**config.mk**
```make
export PLATFORM = sky130hd
export DESIGN_NAME = bcd_down_timer
export DESIGN_NICKNAME = d
export VERILOG_FILES = /design/src/rtl/bcd_down_timer_pkg.sv /design/src/rtl/bcd_down_timer_digit.sv /design/src/rtl/bcd_down_timer.sv
export SDC_FILE = /design/constraint.sdc
export NUM_CORES = 1
export LEC_CHECK = 0
export CAP_MARGIN = 0
export CORE_MARGIN = 3
export CORE_UTILIZATION = 30
export CTS_CLUSTER_SIZE = 8
export DETAILED_ROUTE_END_ITERATION = 10
export PLACE_DENSITY_LB_ADDON = 0.3
export SYNTH_ARGS = -nofsm -noshare
export SYNTH_HDL_FRONTEND = slang
export SYNTH_HIERARCHICAL = 1
export SYNTH_SLANG_ARGS = --single-unit
```
**constraint.sdc**
```tcl
create_clock -name clk -period 2.4 [get_ports clk]
set_input_delay 0.48 -clock clk [delete_from_list [all_inputs] [get_ports clk]]
set_output_delay 0.48 -clock clk [all_outputs]
set_load 0.005 [all_outputs]
```
**src/rtl/bcd_down_timer_pkg.sv**
```systemverilog
// Shared types and constants for the BCD countdown timer and its decade cells.
package bcd_down_timer_pkg;

    localparam int DIGIT_W = 4;
    localparam logic [DIGIT_W-1:0] MAX_DIGIT = 4'd9;

    typedef enum logic [1:0] {
        ST_IDLE    = 2'd0,
        ST_RUN     = 2'd1,
        ST_PAUSED  = 2'd2,
        ST_EXPIRED = 2'd3
    } state_t;

    // Non-BCD nibbles saturate to 9 rather than wrapping.
    function automatic logic [DIGIT_W-1:0] clamp_digit(input logic [DIGIT_W-1:0] d);
        return (d > MAX_DIGIT) ? MAX_DIGIT : d;
    endfunction

endpackage

```
**src/rtl/bcd_down_timer_digit.sv**
```systemverilog
// One BCD decade of the countdown timer: clamped load, decrement with 0 -> 9 wrap.
module bcd_down_digit
    import bcd_down_timer_pkg::*;
(
    input  logic               clk,
    input  logic               reset,
    input  logic               load,
    input  logic [DIGIT_W-1:0] d,
    input  logic               dec_en,
    output logic [DIGIT_W-1:0] q,
    output logic               is_zero
);

    always_ff @(posedge clk or negedge reset) begin
        if (!reset) begin
            q <= '0;
        end else if (load) begin
            q <= clamp_digit(d);
        end else if (dec_en) begin
            q <= (q == '0) ? MAX_DIGIT : q - 1'b1;
        end
    end

    assign is_zero = (q == '0);

endmodule

```
**src/rtl/bcd_down_timer.sv**
```systemverilog
// Multi-decade BCD countdown timer with start/pause control and a one-cycle done pulse.
// Optional auto-reload on expiry is enabled by defining BCD_TIMER_RELOAD_EN.
module bcd_down_timer
    import bcd_down_timer_pkg::*;
#(
    parameter int DIGITS = 2
) (
    input  logic                    clk,
    input  logic                    reset,
    input  logic                    load,
    input  logic [4*DIGITS-1:0]     load_val,
    input  logic                    start,
    input  logic                    pause,
    input  logic                    tick,
    output logic [4*DIGITS-1:0]     count,
    output logic                    running,
    output logic                    zero,
    output logic                    done,
    output state_t                  state
);

    localparam logic [4*DIGITS-1:0] COUNT_ONE = {{(4*DIGITS-1){1'b0}}, 1'b1};

    state_t                state_q;
    state_t                state_d;
    logic [DIGITS-1:0]     digit_zero;
    logic [DIGITS:0]       lower_zero;
    logic                  dec_glob;
    logic                  expire;
    logic                  reload_hit;
    logic                  digit_load;
    logic [4*DIGITS-1:0]   digit_d;

`ifdef BCD_TIMER_RELOAD_EN
    logic [4*DIGITS-1:0]   reload_q;
    logic [4*DIGITS-1:0]   load_clamped;

    always_comb begin
        load_clamped = '0;
        for (int i = 0; i < DIGITS; i++) begin
            load_clamped[4*i +: 4] = clamp_digit(load_val[4*i +: 4]);
        end
    end

    always_ff @(posedge clk or negedge reset) begin
        if (!reset) begin
            reload_q <= '0;
        end else if (load) begin
            reload_q <= load_clamped;
        end
    end

    // A zero reload value falls back to the plain expire-and-stop behaviour.
    assign reload_hit = expire && (reload_q != '0);
    assign digit_load = load || reload_hit;
    assign digit_d    = load ? load_val : reload_q;
`else
    assign reload_hit = 1'b0;
    assign digit_load = load;
    assign digit_d    = load_val;
`endif

    assign lower_zero[0] = 1'b1;

    // Decade i borrows only when every lower decade is already 0.
    for (genvar i = 0; i < DIGITS; i++) begin : g_digit
        bcd_down_digit u_digit (
            .clk     (clk),
            .reset   (reset),
            .load    (digit_load),
            .d       (digit_d[4*i +: 4]),
            .dec_en  (dec_glob && lower_zero[i]),
            .q       (count[4*i +: 4]),
            .is_zero (digit_zero[i])
        );
        assign lower_zero[i+1] = lower_zero[i] && digit_zero[i];
    end

    assign zero     = lower_zero[DIGITS];
    assign dec_glob = (state_q == ST_RUN) && tick && !pause && !load;
    assign expire   = dec_glob && (count == COUNT_ONE);

    always_ff @(posedge clk or negedge reset) begin
        if (!reset) begin
            state_q <= ST_IDLE;
            done    <= 1'b0;
        end else begin
            state_q <= state_d;
            done    <= expire;
        end
    end

    always_comb begin
        state_d = state_q;
        if (load) begin
            state_d = ST_IDLE;
        end else begin
            case (state_q)
                ST_IDLE:    if (start && !zero) state_d = ST_RUN;
                ST_RUN: begin
                    if (pause)                     state_d = ST_PAUSED;
                    else if (expire && !reload_hit) state_d = ST_EXPIRED;
                end
                ST_PAUSED:  if (start) state_d = ST_RUN;
                ST_EXPIRED: state_d = ST_EXPIRED;
                default:    state_d = ST_IDLE;
            endcase
        end
    end

    always_comb begin
        running = (state_q == ST_RUN);
        state   = state_q;
    end

endmodule

```
==> run summary <==
## Synth
* 666.9 µm² — Netlist Area Pre-Place
* 11 — number of flip-flops and latches in the synthesized netlist
* 9.807 µm² — Avg Synthesized Cell Area
* 68 — gate count of the mapped netlist
* 0.4128 — sequential element share of the synthesized area
* 82 — Post-Syn Nets
* 23 — count of unique library cells instantiated by Yosys
* 6 — yosys synthesis warning count

## Route
* 8 — Iter 0 DRT Violations
* 0 — ANT nets after route
* 631 — Via Count
* 0 — number of DRC violations after detailed routing
* 4 — detailed-routing iteration count for the pre-antenna-repair pass
* 1595 µm — wire length reported by the detailed router
* 12.56 µm — per-cell routed wire length
* 4.969 — post-detailed-route via-to-cell ratio

## Placed design
* 1232 µm — HPWL Detailed
* 26 — number of buffers added on ports
* 123 — placed cells
* 0.7127 — RePlAce Congestion

## Setup path
* 1.92 ns — required time of the critical path
* 1.75 ns — endpoint arrival time on the critical path
* 7 — highest net fanout along the worst path
* output pin — critical path capture point type
* reg -> out — critical path class
* flip-flop — Setup crit start kind

## Timing
* 448.1 MHz — fmax
* no — setup repair after global routing missed its margin
* 0 — Final Hold Vio Count
* 0 — final setup fails
* 2.232 ns — minimum period implied by the final worst setup slack
* 0 ns — final setup TNS
* 0.9298 — final critical-path share of the clock period
* 0.4826 ns — transition time at the pin with the least slew margin
* 0.002734 ns — final worst clock skew
* 0.6773 — headroom to the max-slew limit
* 0 — Final Max Tran Viols

## Floorplan
* 16 — Site Rows
* 53.15 µm — die extent in y
* 0.3266 — starting density of the core
* 53.15 µm — die width
* 0.002825 mm² — DIE AREA
* 0.002042 mm² — total core area
* 27 — # IOs

## CTS
* sky130_fd_sc_hd__clkbuf_4 — Clk Tree Root Cell
* 1 — number of H-tree branching levels
* 0 — post-CTS repair timing setup buffer count
* 2 — clock tree buffer depth
* done — clock tree from TritonCTS
* 0 — CTS Hold Bufs
* 0.26 ns — Clk Latency, worst-skew pair
* 11 — Clock Sink Count
* 3 — number of clock buffers inserted by TritonCTS
* 0.07 ns — Clock Pin Slew Worst Setup and Hold Paths

## Final layout
* 0 — diodes inserted
* 115 — Final #Nets
* 0.1200 — proportion of layout cells with a drive suffix above 1
* 127 — post-route insts no fill
* 51.22% — Layout Area Growth over Synthesis
* 205 — number of fill cells in the layout

## Run
* 0 — max-cap viol count

## Global routing
* 2725 µm — wire length of the first global-routing pass
* 0 — total overflow reported by the global router
* 0.1352 — All-Layer GR Usage
* 20 — pin count of the biggest net entering global routing
* 0 — number of antenna violations at the first check in global routing
* 609 — number of global-route vias before repair

## Power and ir drop
* 0.2748 — switching part of the total power
* 0.1276 mW — Switching Power
* 0.239 — Logic pwr share
* 0.497 — relative contribution of sequential cells to total power
* 460.3 mW/mm² — Cell Pwr Density
* 0.0002509 V — worst-case vdd ir drop
* 0.3559 nW — leakage power
* 0.265 — clock power share
* 0.3366 mW — internal cell power

## Hold path
* in -> async — worst min path class

## Outcome
* completed — run status

final cells by class:
type / instances / area (µm²) / area share
multi-input cells: 56 / 394.1 / 0.3908
flip-flops and latches: 11 / 275.3 / 0.2730
repair buffers: 28 / 275.3 / 0.2730
well taps: 27 / 33.78 / 0.03350
clock buffers: 4 / 26.28 / 0.02605
inverters: 1 / 3.754 / 0.003722
through the flow:
stage,area (µm²),hold WS (ns),utilization,power (mW),worst slack (ns)
global route,1008,0.5825,0.4939,0.4919,0.02463
CTS,1002,0.5570,0.4908,0.4716,0.02199
finish,1008,0.5431,0.4939,0.4642,0.1685
global placement,975.9,0.5986,0.4779,0.3419,0.3091
detailed placement,975.9,0.6195,0.4779,0.3445,0.3288
floorplan,666.9,0.1844,-,0.2668,0.7772
placed cells by master, fill, tap and decap left out, types with 2 or more instances in the layout:
cell type	netlist	final
sky130_fd_sc_hd__a21oi_1	4	4
sky130_fd_sc_hd__a22oi_1	2	2
sky130_fd_sc_hd__and2_1	2	2
sky130_fd_sc_hd__buf_4	0	2
sky130_fd_sc_hd__clkbuf_4	0	3
sky130_fd_sc_hd__clkdlybuf4s50_1	0	26
sky130_fd_sc_hd__dfrtp_1	11	11
sky130_fd_sc_hd__mux2i_1	2	2
sky130_fd_sc_hd__nand2_1	4	4
sky130_fd_sc_hd__nand2b_1	5	5
sky130_fd_sc_hd__nand3b_1	4	4
sky130_fd_sc_hd__nor2b_1	3	3
sky130_fd_sc_hd__nor3b_2	2	2
sky130_fd_sc_hd__nor4_1	4	3
sky130_fd_sc_hd__nor4b_2	2	2
sky130_fd_sc_hd__o21a_1	2	2
sky130_fd_sc_hd__o21ai_0	6	6
sky130_fd_sc_hd__o21ai_1	4	4
sky130_fd_sc_hd__xnor2_1	4	4
power by group through the flow:
stage	sequential [mW]	clock [mW]	combinational [mW]
global placement	0.231	0	0.111
floorplan	0.228	0	0.0387
finish	0.230	0.123	0.111
detailed placement	0.233	0	0.112
CTS	0.229	0.130	0.113
global route	0.235	0.135	0.123
cells in the mapped netlist, drive strengths merged:
cell type | count | area share
nor4 | 4 | 0.038
mux2i | 2 | 0.030
a21oi | 4 | 0.030
a22oi | 2 | 0.023
nand2b | 6 | 0.060
nor3b | 2 | 0.038
o21a | 2 | 0.023
nor3 | 2 | 0.023
dfrtp | 11 | 0.41
nand3b | 4 | 0.045
nor2b | 3 | 0.028
nor2 | 1 | 0.0056
o32ai | 1 | 0.013
nand2 | 4 | 0.023
xnor2 | 4 | 0.053
inv | 1 | 0.0056
nor4b | 3 | 0.058
and2 | 2 | 0.019
o21ai | 10 | 0.075
sequential cells by signal (all words and copies together) (netlist names):
signal             count
state                  2
done                   1
g_digit.u_digit/q      8
cell families after synthesis:
logic type | after synthesis | share of synthesized area
and+or+nand+nor | 31 | 0.3358
AOI/OAI and AO/OA | 19 | 0.1632
DFF | 11 | 0.4128
xor gates and xnor gates | 4 | 0.05253
muxes | 2 | 0.03002
buffers and inverters | 1 | 0.005623
what timing repair did:
action / in CTS / in global routing
endpoints found under the setup margin: 0 / 1
gates resized for setup: 0 / 1
endpoints found under the hold margin: 0 / 0
worst paths after layout:
| check | depth (start not counted) | from | endpoint | slack (ns) |
|---|---|---|---|---|
| min in group clk | 2 | state[1]$_DFFE_PN0P_ | state[0]$_DFFE_PN0P_ | 0.62 |
| max in group asynchronous | 1 | reset | g_digit[0].u_digit/q[0]$_DFFE_PN0P_ | 1.53 |
| setup / recovery | 3 | g_digit[0].u_digit/q[2]$_DFFE_PN0P_ | zero | 0.17 |
| hold / removal | 1 | reset | g_digit[1].u_digit/q[0]$_DFFE_PN0P_ | 0.54 |
| hold reg to reg | 2 | state[1]$_DFFE_PN0P_ | state[0]$_DFFE_PN0P_ | 0.62 |
| setup reg to reg | 5 | g_digit[0].u_digit/q[2]$_DFFE_PN0P_ | g_digit[1].u_digit/q[2]$_DFFE_PN0P_ | 0.71 |
routing by layer:
layer | part of all wire | global-route usage | vias to the layer above
li1 | - | - | 316
met1 | 0.47 | 0.1799 | 293
met2 | 0.44 | 0.1942 | 20
met3 | 0.075 | 0.03662 | 2
met4 | 0.0082 | 0.07660 | 0
met5 | 0 | 0 | -
critical path: stages (launching register included):
cell and delay, ns:
sky130_fd_sc_hd__dfrtp_1 0.46, sky130_fd_sc_hd__nor4_2 0.37, sky130_fd_sc_hd__and2_1 0.18, sky130_fd_sc_hd__clkdlybuf4s50_1 0.49
(Power assumes the default switching activity.)
